===== src/rtl/nco2_sincos.sv =====
// rtl/nco2_sincos.sv - quadrature NCO: 32-bit phase accumulator feeding a pipelined CORDIC rotator
//
// Ports:
//   clk        rising-edge clock
//   reset_n    synchronous active-low reset; clears accumulator, pipeline and valid chain
//   clken      clock enable; when low every register holds
//   phi_inc_i  unsigned phase increment per enabled cycle (f_out = f_clk*phi_inc_i/2^PHASE_W)
//   fsin_o     signed sine sample, range [-2047,+2047]
//   fcos_o     signed cosine sample, range [-2047,+2047]
//   out_valid  high once the phase-0 sample reaches the outputs; stays high until reset
module nco2_sincos #(
    parameter int PHASE_W     = 32,
    parameter int OUT_W       = 12,
    parameter int CORDIC_ITER = 14,
    parameter int INT_W       = 16
) (
    input  logic                    clk,
    input  logic                    reset_n,
    input  logic                    clken,
    input  logic [PHASE_W-1:0]      phi_inc_i,
    output logic signed [OUT_W-1:0] fsin_o,
    output logic signed [OUT_W-1:0] fcos_o,
    output logic                    out_valid
);

    localparam int LATENCY = CORDIC_ITER + 2;
    // One bit below INT_W is kept free so the CORDIC gain plus rounding
    // drift can never overflow the x/y registers.
    localparam int GUARD = INT_W - OUT_W - 1;
    localparam int RND_W = INT_W - GUARD;
    // Angle datapath in units of 2^-20 turn; the arctan table below is in these units.
    localparam int Z_W = 20;
    // round((2^(OUT_W-1)-1)/1.646760): start magnitude pre-divided by the CORDIC gain.
    localparam int X_INIT_LSB = 1243;
    localparam logic signed [INT_W-1:0] X_INIT   = INT_W'(X_INIT_LSB * (2 ** GUARD));
    localparam logic signed [INT_W-1:0] OUT_HALF = INT_W'(2 ** (GUARD - 1));
    localparam logic signed [RND_W-1:0] LIM      = RND_W'(2 ** (OUT_W - 1) - 1);
    localparam logic signed [OUT_W-1:0] OUT_MAX  = OUT_W'(2 ** (OUT_W - 1) - 1);

    // atan(2^-i) expressed in 2^-20 turn
    function automatic logic signed [Z_W-1:0] atan_z(input int i);
        case (i)
            0:       atan_z = 20'sd131072;
            1:       atan_z = 20'sd77376;
            2:       atan_z = 20'sd40884;
            3:       atan_z = 20'sd20753;
            4:       atan_z = 20'sd10417;
            5:       atan_z = 20'sd5213;
            6:       atan_z = 20'sd2607;
            7:       atan_z = 20'sd1304;
            8:       atan_z = 20'sd652;
            9:       atan_z = 20'sd326;
            10:      atan_z = 20'sd163;
            11:      atan_z = 20'sd81;
            12:      atan_z = 20'sd41;
            13:      atan_z = 20'sd20;
            default: atan_z = '0;
        endcase
    endfunction

    // Rounding offset for an arithmetic shift by i, so the shifts do not bias the vector.
    function automatic logic signed [INT_W-1:0] half_lsb(input int i);
        half_lsb = (i == 0) ? '0 : INT_W'(1) << (i - 1);
    endfunction

    function automatic logic signed [OUT_W-1:0] sat(input logic signed [RND_W-1:0] v);
        if (v > LIM)
            sat = OUT_MAX;
        else if (v < -LIM)
            sat = -OUT_MAX;
        else
            sat = OUT_W'(v);
    endfunction

    logic [PHASE_W-1:0]      acc;
    logic [15:0]             ang;
    logic signed [INT_W-1:0] x_r  [0:CORDIC_ITER];
    logic signed [INT_W-1:0] y_r  [0:CORDIC_ITER];
    logic signed [Z_W-1:0]   z_r  [0:CORDIC_ITER-1];
    logic [1:0]              q_r  [0:CORDIC_ITER];
    logic signed [INT_W-1:0] x_sh [0:CORDIC_ITER-1];
    logic signed [INT_W-1:0] y_sh [0:CORDIC_ITER-1];
    logic [LATENCY-2:0]      vld_r;

    logic signed [INT_W-1:0] x_sum;
    logic signed [INT_W-1:0] y_sum;
    logic signed [RND_W-1:0] rx;
    logic signed [RND_W-1:0] ry;
    logic signed [RND_W-1:0] sin_q;
    logic signed [RND_W-1:0] cos_q;

    assign ang = acc[PHASE_W-1 -: 16];

    always_comb begin
        for (int i = 0; i < CORDIC_ITER; i++) begin
            x_sh[i] = (x_r[i] + half_lsb(i)) >>> i;
            y_sh[i] = (y_r[i] + half_lsb(i)) >>> i;
        end
    end

    // Round to output LSBs, then undo the quadrant fold by swapping/negating x and y.
    always_comb begin
        x_sum = x_r[CORDIC_ITER] + OUT_HALF;
        y_sum = y_r[CORDIC_ITER] + OUT_HALF;
        rx    = RND_W'(x_sum >>> GUARD);
        ry    = RND_W'(y_sum >>> GUARD);
        case (q_r[CORDIC_ITER])
            2'd0:    begin cos_q = rx;  sin_q = ry;  end
            2'd1:    begin cos_q = -ry; sin_q = rx;  end
            2'd2:    begin cos_q = -rx; sin_q = -ry; end
            default: begin cos_q = ry;  sin_q = -rx; end
        endcase
    end

    always_ff @(posedge clk) begin
        if (!reset_n) begin
            acc       <= '0;
            vld_r     <= '0;
            fsin_o    <= '0;
            fcos_o    <= '0;
            out_valid <= 1'b0;
            for (int s = 0; s <= CORDIC_ITER; s++) begin
                x_r[s] <= '0;
                y_r[s] <= '0;
                q_r[s] <= '0;
            end
            for (int s = 0; s < CORDIC_ITER; s++)
                z_r[s] <= '0;
        end else if (clken) begin
            acc   <= acc + phi_inc_i;
            vld_r <= {vld_r[LATENCY-3:0], 1'b1};

            // Stage 0 sees the pre-increment phase. When bit 13 is set the angle is
            // past 45 deg into its quadrant, so it is referred to the next quadrant
            // axis instead: the 14-bit residual read as signed is exactly that offset.
            x_r[0] <= X_INIT;
            y_r[0] <= '0;
            z_r[0] <= {{2{ang[13]}}, ang[13:0], 4'b0000};
            q_r[0] <= ang[15:14] + {1'b0, ang[13]};

            for (int i = 0; i < CORDIC_ITER; i++) begin
                if (z_r[i][Z_W-1]) begin
                    x_r[i+1] <= x_r[i] + y_sh[i];
                    y_r[i+1] <= y_r[i] - x_sh[i];
                end else begin
                    x_r[i+1] <= x_r[i] - y_sh[i];
                    y_r[i+1] <= y_r[i] + x_sh[i];
                end
                q_r[i+1] <= q_r[i];
            end
            for (int i = 0; i < CORDIC_ITER - 1; i++) begin
                if (z_r[i][Z_W-1])
                    z_r[i+1] <= z_r[i] + atan_z(i);
                else
                    z_r[i+1] <= z_r[i] - atan_z(i);
            end

            fsin_o    <= sat(sin_q);
            fcos_o    <= sat(cos_q);
            out_valid <= vld_r[LATENCY-2];
        end
    end

endmodule


===== config.mk =====
export PLATFORM = sky130hd
export DESIGN_NAME = nco2_sincos
export DESIGN_NICKNAME = d
export VERILOG_FILES = /design/src/rtl/nco2_sincos.sv
export SDC_FILE = /design/constraint.sdc
export NUM_CORES = 2
export LEC_CHECK = 0
export BUFFER_PORTS_ARGS = -buffer_cell sky130_fd_sc_hd__buf_2
export CAP_MARGIN = 20
export CORE_UTILIZATION = 50
export CTS_CLUSTER_DIAMETER = 200
export DETAILED_ROUTE_END_ITERATION = 6
export PLACE_DENSITY = 0.67
export RECOVER_POWER = 50
export SLEW_MARGIN = 20
export SYNTH_ARGS = -nofsm -noshare
export SYNTH_HDL_FRONTEND = slang
export SYNTH_SLANG_ARGS = --single-unit

===== constraint.sdc =====
create_clock -name clk -period 3.75 [get_ports clk]
set_input_delay 0.1875 -clock clk [delete_from_list [all_inputs] [get_ports clk]]
set_output_delay 0.1875 -clock clk [all_outputs]
set_load 0.03 [all_outputs]

# After elaboration in Yosys (flattened, before gate mapping)
# Memories as Yosys holds them, arrays and structs flattened.
# Index checks and enable logic that the tools add are counted.
[op_classes]
mux = 300
eq_ne = 2
n_bitwise = 100
n_lt_le_gt_ge = 4
n_addsub = 113
reduce_logical = 1
[ops]
columns = ["operator", "n"]
rows = [
  ["$mux 20", 105],
  ["$mux 16", 58],
  ["$add 20x20->20", 13],
  ["$sub 20x20->20", 13],
  ["$mux 1", 116],
  ["$or 1x1->1", 100],
  ["$pmux 13 s3", 2],
  ["$add 16x4->16 const B", 4],
  ["$mux 12", 4],
  ["$add 16x10->16", 2],
  ["$add 16x10->16 const B", 2],
  ["$add 16x11->16", 2],
  ["$add 16x11->16 const B", 2],
  ["$add 16x12->16", 2],
  ["$add 16x12->16 const B", 2],
  ["$add 16x13->16", 2],
  ["$add 16x13->16 const B", 2],
  ["$add 16x14->16", 2],
  ["$add 16x14->16 const B", 2],
  ["$add 16x15->16", 2],
  ["$add 16x2->16 const B", 2],
  ["$add 16x3->16", 2],
  ["$add 16x3->16 const B", 2],
  ["$add 16x4->16", 2],
  ["34 further kinds", 75],
]
[word_totals]
mem_count = 4
in_bits = 35
mem_bits_rw = 790
ff_bits = 72
[mem_list]
columns = ["memory", "words", "width", "read_ports", "rd_ports_with_merged_regs", "wr", "line", "text"]
rows = [
  ["z_r", 14, 20, 14, 0, 14, "79", "logic signed [Z_W-1:0] z_r [0:CORDIC_ITER-1];"],
  ["x_r", 15, 16, 15, 0, 15, "77", "logic signed [INT_W-1:0] x_r [0:CORDIC_ITER];"],
  ["y_r", 15, 16, 15, 0, 15, "78", "logic signed [INT_W-1:0] y_r [0:CORDIC_ITER];"],
  ["q_r", 15, 2, 15, 0, 15, "80", "logic [1:0] q_r [0:CORDIC_ITER];"],
]

# Logic depth before layout (Yosys ltp)
[logic_depth]
ltp_word = 6
ltp_mapped = 20

# Least setup slack after synthesis
# No wires, ideal clock.
[synth_path]
path_kind = "input to register"
from = "input reset_n"
to = "memory x_r[6][15] (netlist: x_r[0][111]), data pin"
required_time_ns = 3.484
stages = 20
arrival_ns = 3.853
path_slack_ns = -0.369
path_cell_list = "nand2_1 > inv_1 > clkbuf_1 > nand2b_1 > clkbuf_1 > inv_1 > clkbuf_1 > nor2_1 > a21oi_1 > inv_1 > ha_1 > nor2b_1 > o21ai_0 > a21oi_1 > o41ai_1 > o211ai_1 > a41oi_1 > o21ai_0 > xnor2_1 > nor2_1"
[synth_rtl]
columns = ["item", "line", "text"]
rows = [
  ["from (decl)", "18", "input logic reset_n,"],
  ["to (decl)", "77", ""],
]

==> flow_summary.toml <==
[worst_setup_path]
cpMostUsedCell = "buf_4"
crit_path_cell_trace = "buf_4 -> nand4_1 -> or3_4 -> or3_4 -> a21oi_4 -> a31oi_2 -> xnor2_1 -> ha_1 -> buf_4 -> a21oi_2 -> o21ai_2 -> o41ai_2 -> buf_4 -> xor2_1 -> nor2_1"
setup.worst_path.class = "flop to flop"
required_ns = 4.15
slowest_delay_ns = 0.44
arrival_ns = 4.16
cp_slowest_cell = "or3_4"
path_max_fanout = 4
worst_setup_path_start_kind = "flop"
critPathCaptureType = "flop"

[drt]
met2_wirelength_um = 75100
drt-initial-drc-count = 3505
wire_per_inst_um = 16.9
dr_wl_met3_um = 7030
via_count = 54000
drc = 0
detail-route-antenna-nets = 0
viasPerCell = 5.76
wl_um = 159000
dr.pass1.iters = 5
maxUsedRoutingLayer = "met4"
wl_met1_um = 73600

[power]
p_leak_nw = 32.6
p_per_area_nw_per_um2 = 892
ir_drop_v = 0.000428
fin_total_pwr_mw = 67.7

[placement]
finalWeightedCongestion = 0.926
place_ws_ns = -0.153
portBuffers = 59
post_dp_cell_area_um2 = 70000
hpwlAfterDp_um = 118000

[logic_synthesis]
synth-xor-area-share_pct = 10.6
synth.most_common_cell = "nor2_1"
ys_warn_count = 0
synth_compound_area_share_pct = 15.6
syn_area_per_cell_um2 = 9.07
netlist_instances = 7062
synthMuxAreaShare_pct = 1.36
synth-edff-count = 688
yosys-top-cells-count = "nor2_1, ha_1, edfxtp_1"
syn-cell-area_um2 = 64100
synth_simple_gate_area_share_pct = 20.0
yosysSeqAreaShare_pct = 34.5
synthAdderAreaFrac_pct = 14.9
syn_nets = 7835
yosys-top-cells-area = "edfxtp_1, ha_1, nor2_1"
yosys.area.top_type = "edfxtp_1"
yosys.area.top_type_share_pct = 32.3
synth_top_family_by_area = "simple AND/OR/NAND/NOR gates"
synth_top_flop_cell = "edfxtp_1"
async_flop_share_pct = 0
synth_seq_cells = 761
synth.distinct_cells = 92

[final_layout]
final_area_um2 = 75900
drive_gt1_share_pct = 16.7
num-fill-cells = 10700
nNetsFinal = 8431
syn_to_final_growth_pct = 18.6

[grt]
grt_max_degree = 188
grtUsageTotal_pct = 23.5
grt_pass1_wl_um = 256000
gr-total-overflow = 0
grt_pass1_vias = 51500
antenna_found_initial = 0

[run]
drv_cap = 4

[floorplan]
io_pins = 60
placeableCoreArea_um2 = 126000
rows = 130
initial_core_util_pct = 50.7
die_h_um = 360
die_w_um = 360
die_area_um2 = 130000

[timing]
relSlewSlack_pct = -74.5
slew_viol_final = 236
fmax_ghz = 0.266
worstMarginPinSlew_ns = 2.62
setup_violations = 1
tns_ns = -0.00879
finalCriticalPeriod_ns = 3.76
fin_crit_sh_pct = 100
setup_slack_ns = -0.00879
hold_violations = 0
rsz0062_at_grt = "yes"
finClkSkew_ns = 0.0261

[status]
status = "finished, violations left"
violations = "max-capacitance violations, max-slew violations, negative setup slack"

[clock_tree]
cts-root-buf = "clkbuf_16"
clk_pin_slew_ns = 0.06
numCtsBuffers = 89
clk_latency_ns = 0.70
h-tree-depth = 3
clock_sinks = 761
tritoncts = "done"
cts_buffer_depth = 3

[min_path]
hold_path_class = "primary input to flop"
## placed cells by master (no fill, tap or decap), types with 92 or more instances in the layout
cell       count
ha_1         652
clkbuf_16     92
buf_4        632
o21ai_0      268
xor2_1       371
a21o_1       127
edfxtp_1     688
and3_1       188
nor3_1       230
nand2_1      418
nand3_1      251
inv_1        254
a21oi_1      391
nor2_1       913
xnor2_1      358
## what timing repair did
| item | CTS | global route |
|---|---|---|
| resized for setup | 50 | 431 |
| hold endpoints to repair | 14 | 0 |
| pin swaps | 8 | 160 |
| buffers inserted | 1 | 78 |
| cloned | 0 | 1 |
| hold buffers | 14 | 0 |
| endpoints found under the setup margin | 45 | 122 |
## metal layers
| metal | vias to the layer above | track usage [%] |
|---|---|---|
| met1 | 25800 | 32.3 |
| met4 | 0 | 5.95 |
| met5 | - | 0 |
| met2 | 1044 | 39.7 |
| met3 | 187 | 2.35 |
| li1 | 27000 | - |
## flip-flops by register name, summed over array words and instances, names as in the netlist
signal     flops
x_r          207
out_valid      1
z_r          245
fsin_o        12
fcos_o        12
vld_r         15
y_r          207
q_r           30
acc           32
## critical path: cells and delay by family, from the launching register on
kind	cells	cell delay, ns
DFF	1	0.39
adders and majority gates	1	0.34
AOI/OAI and AO/OA	5	0.90
xor gates and xnor gates	2	0.30
and+or+nand+nor	4	1.09
buffers and inverters	3	0.47
## through the flow
step | utilization, % | instances | hold WS, ns
global route | 60.1 | 9384 | 0.0614
CTS | 58.2 | 9303 | 0.000216
detailed placement | 55.4 | 9121 | 0.440
global placement | 55.3 | 9120 | 0.438
floorplan | - | 7062 | 0.429
finish | 60.1 | 9385 | 0.0577
## logic make-up (layout without fill, tap and decap cells)
| family | after synthesis | after routing |
|---|---|---|
| buffers and inverters | 495 | 1167 |
| other | 1 | 2 |
| flip-flops | 761 | 761 |
| AO/OA/AOI/OAI | 1551 | 1551 |
| XOR/XNOR | 778 | 778 |
| AND/OR/NAND/NOR | 2655 | 2655 |
| adder cells (fa/ha/maj) | 743 | 743 |
| multiplexers | 78 | 78 |
## power by group
group	internal (mW)	switching (mW)	total (mW)
Clock	5.70	3.70	9.39
Combinational	20.6	23.2	43.8
Sequential	12.5	2.03	14.5
## layout make-up
cell class	count	area, um^2	share of cell area [%]
Antenna cell	1	2.50	0.00330
Clock buffer	117	2470	3.25
Clock inverter	50	708	0.933
Inverter	268	1020	1.34
Multi-Input combinational cell	5806	42100	55.5
Sequential cell	761	22100	29.1
Tap cell	1650	2060	2.72
Timing Repair Buffer	732	5430	7.15
## path summary, 6_finish.rpt
check	startpoint	end	slack (ns)	cells past startpoint
hold / removal	phi_inc_i[22]	acc[22]	0.06	4
setup reg to reg	x_r[0][85]	y_r[0][108]	-0.009	15
setup / recovery	x_r[0][85]	y_r[0][108]	-0.009	15
hold reg to reg	fcos_o[6]	fcos_o[6]	0.46	2
Note: power is estimated with default switching activity, not from simulation.
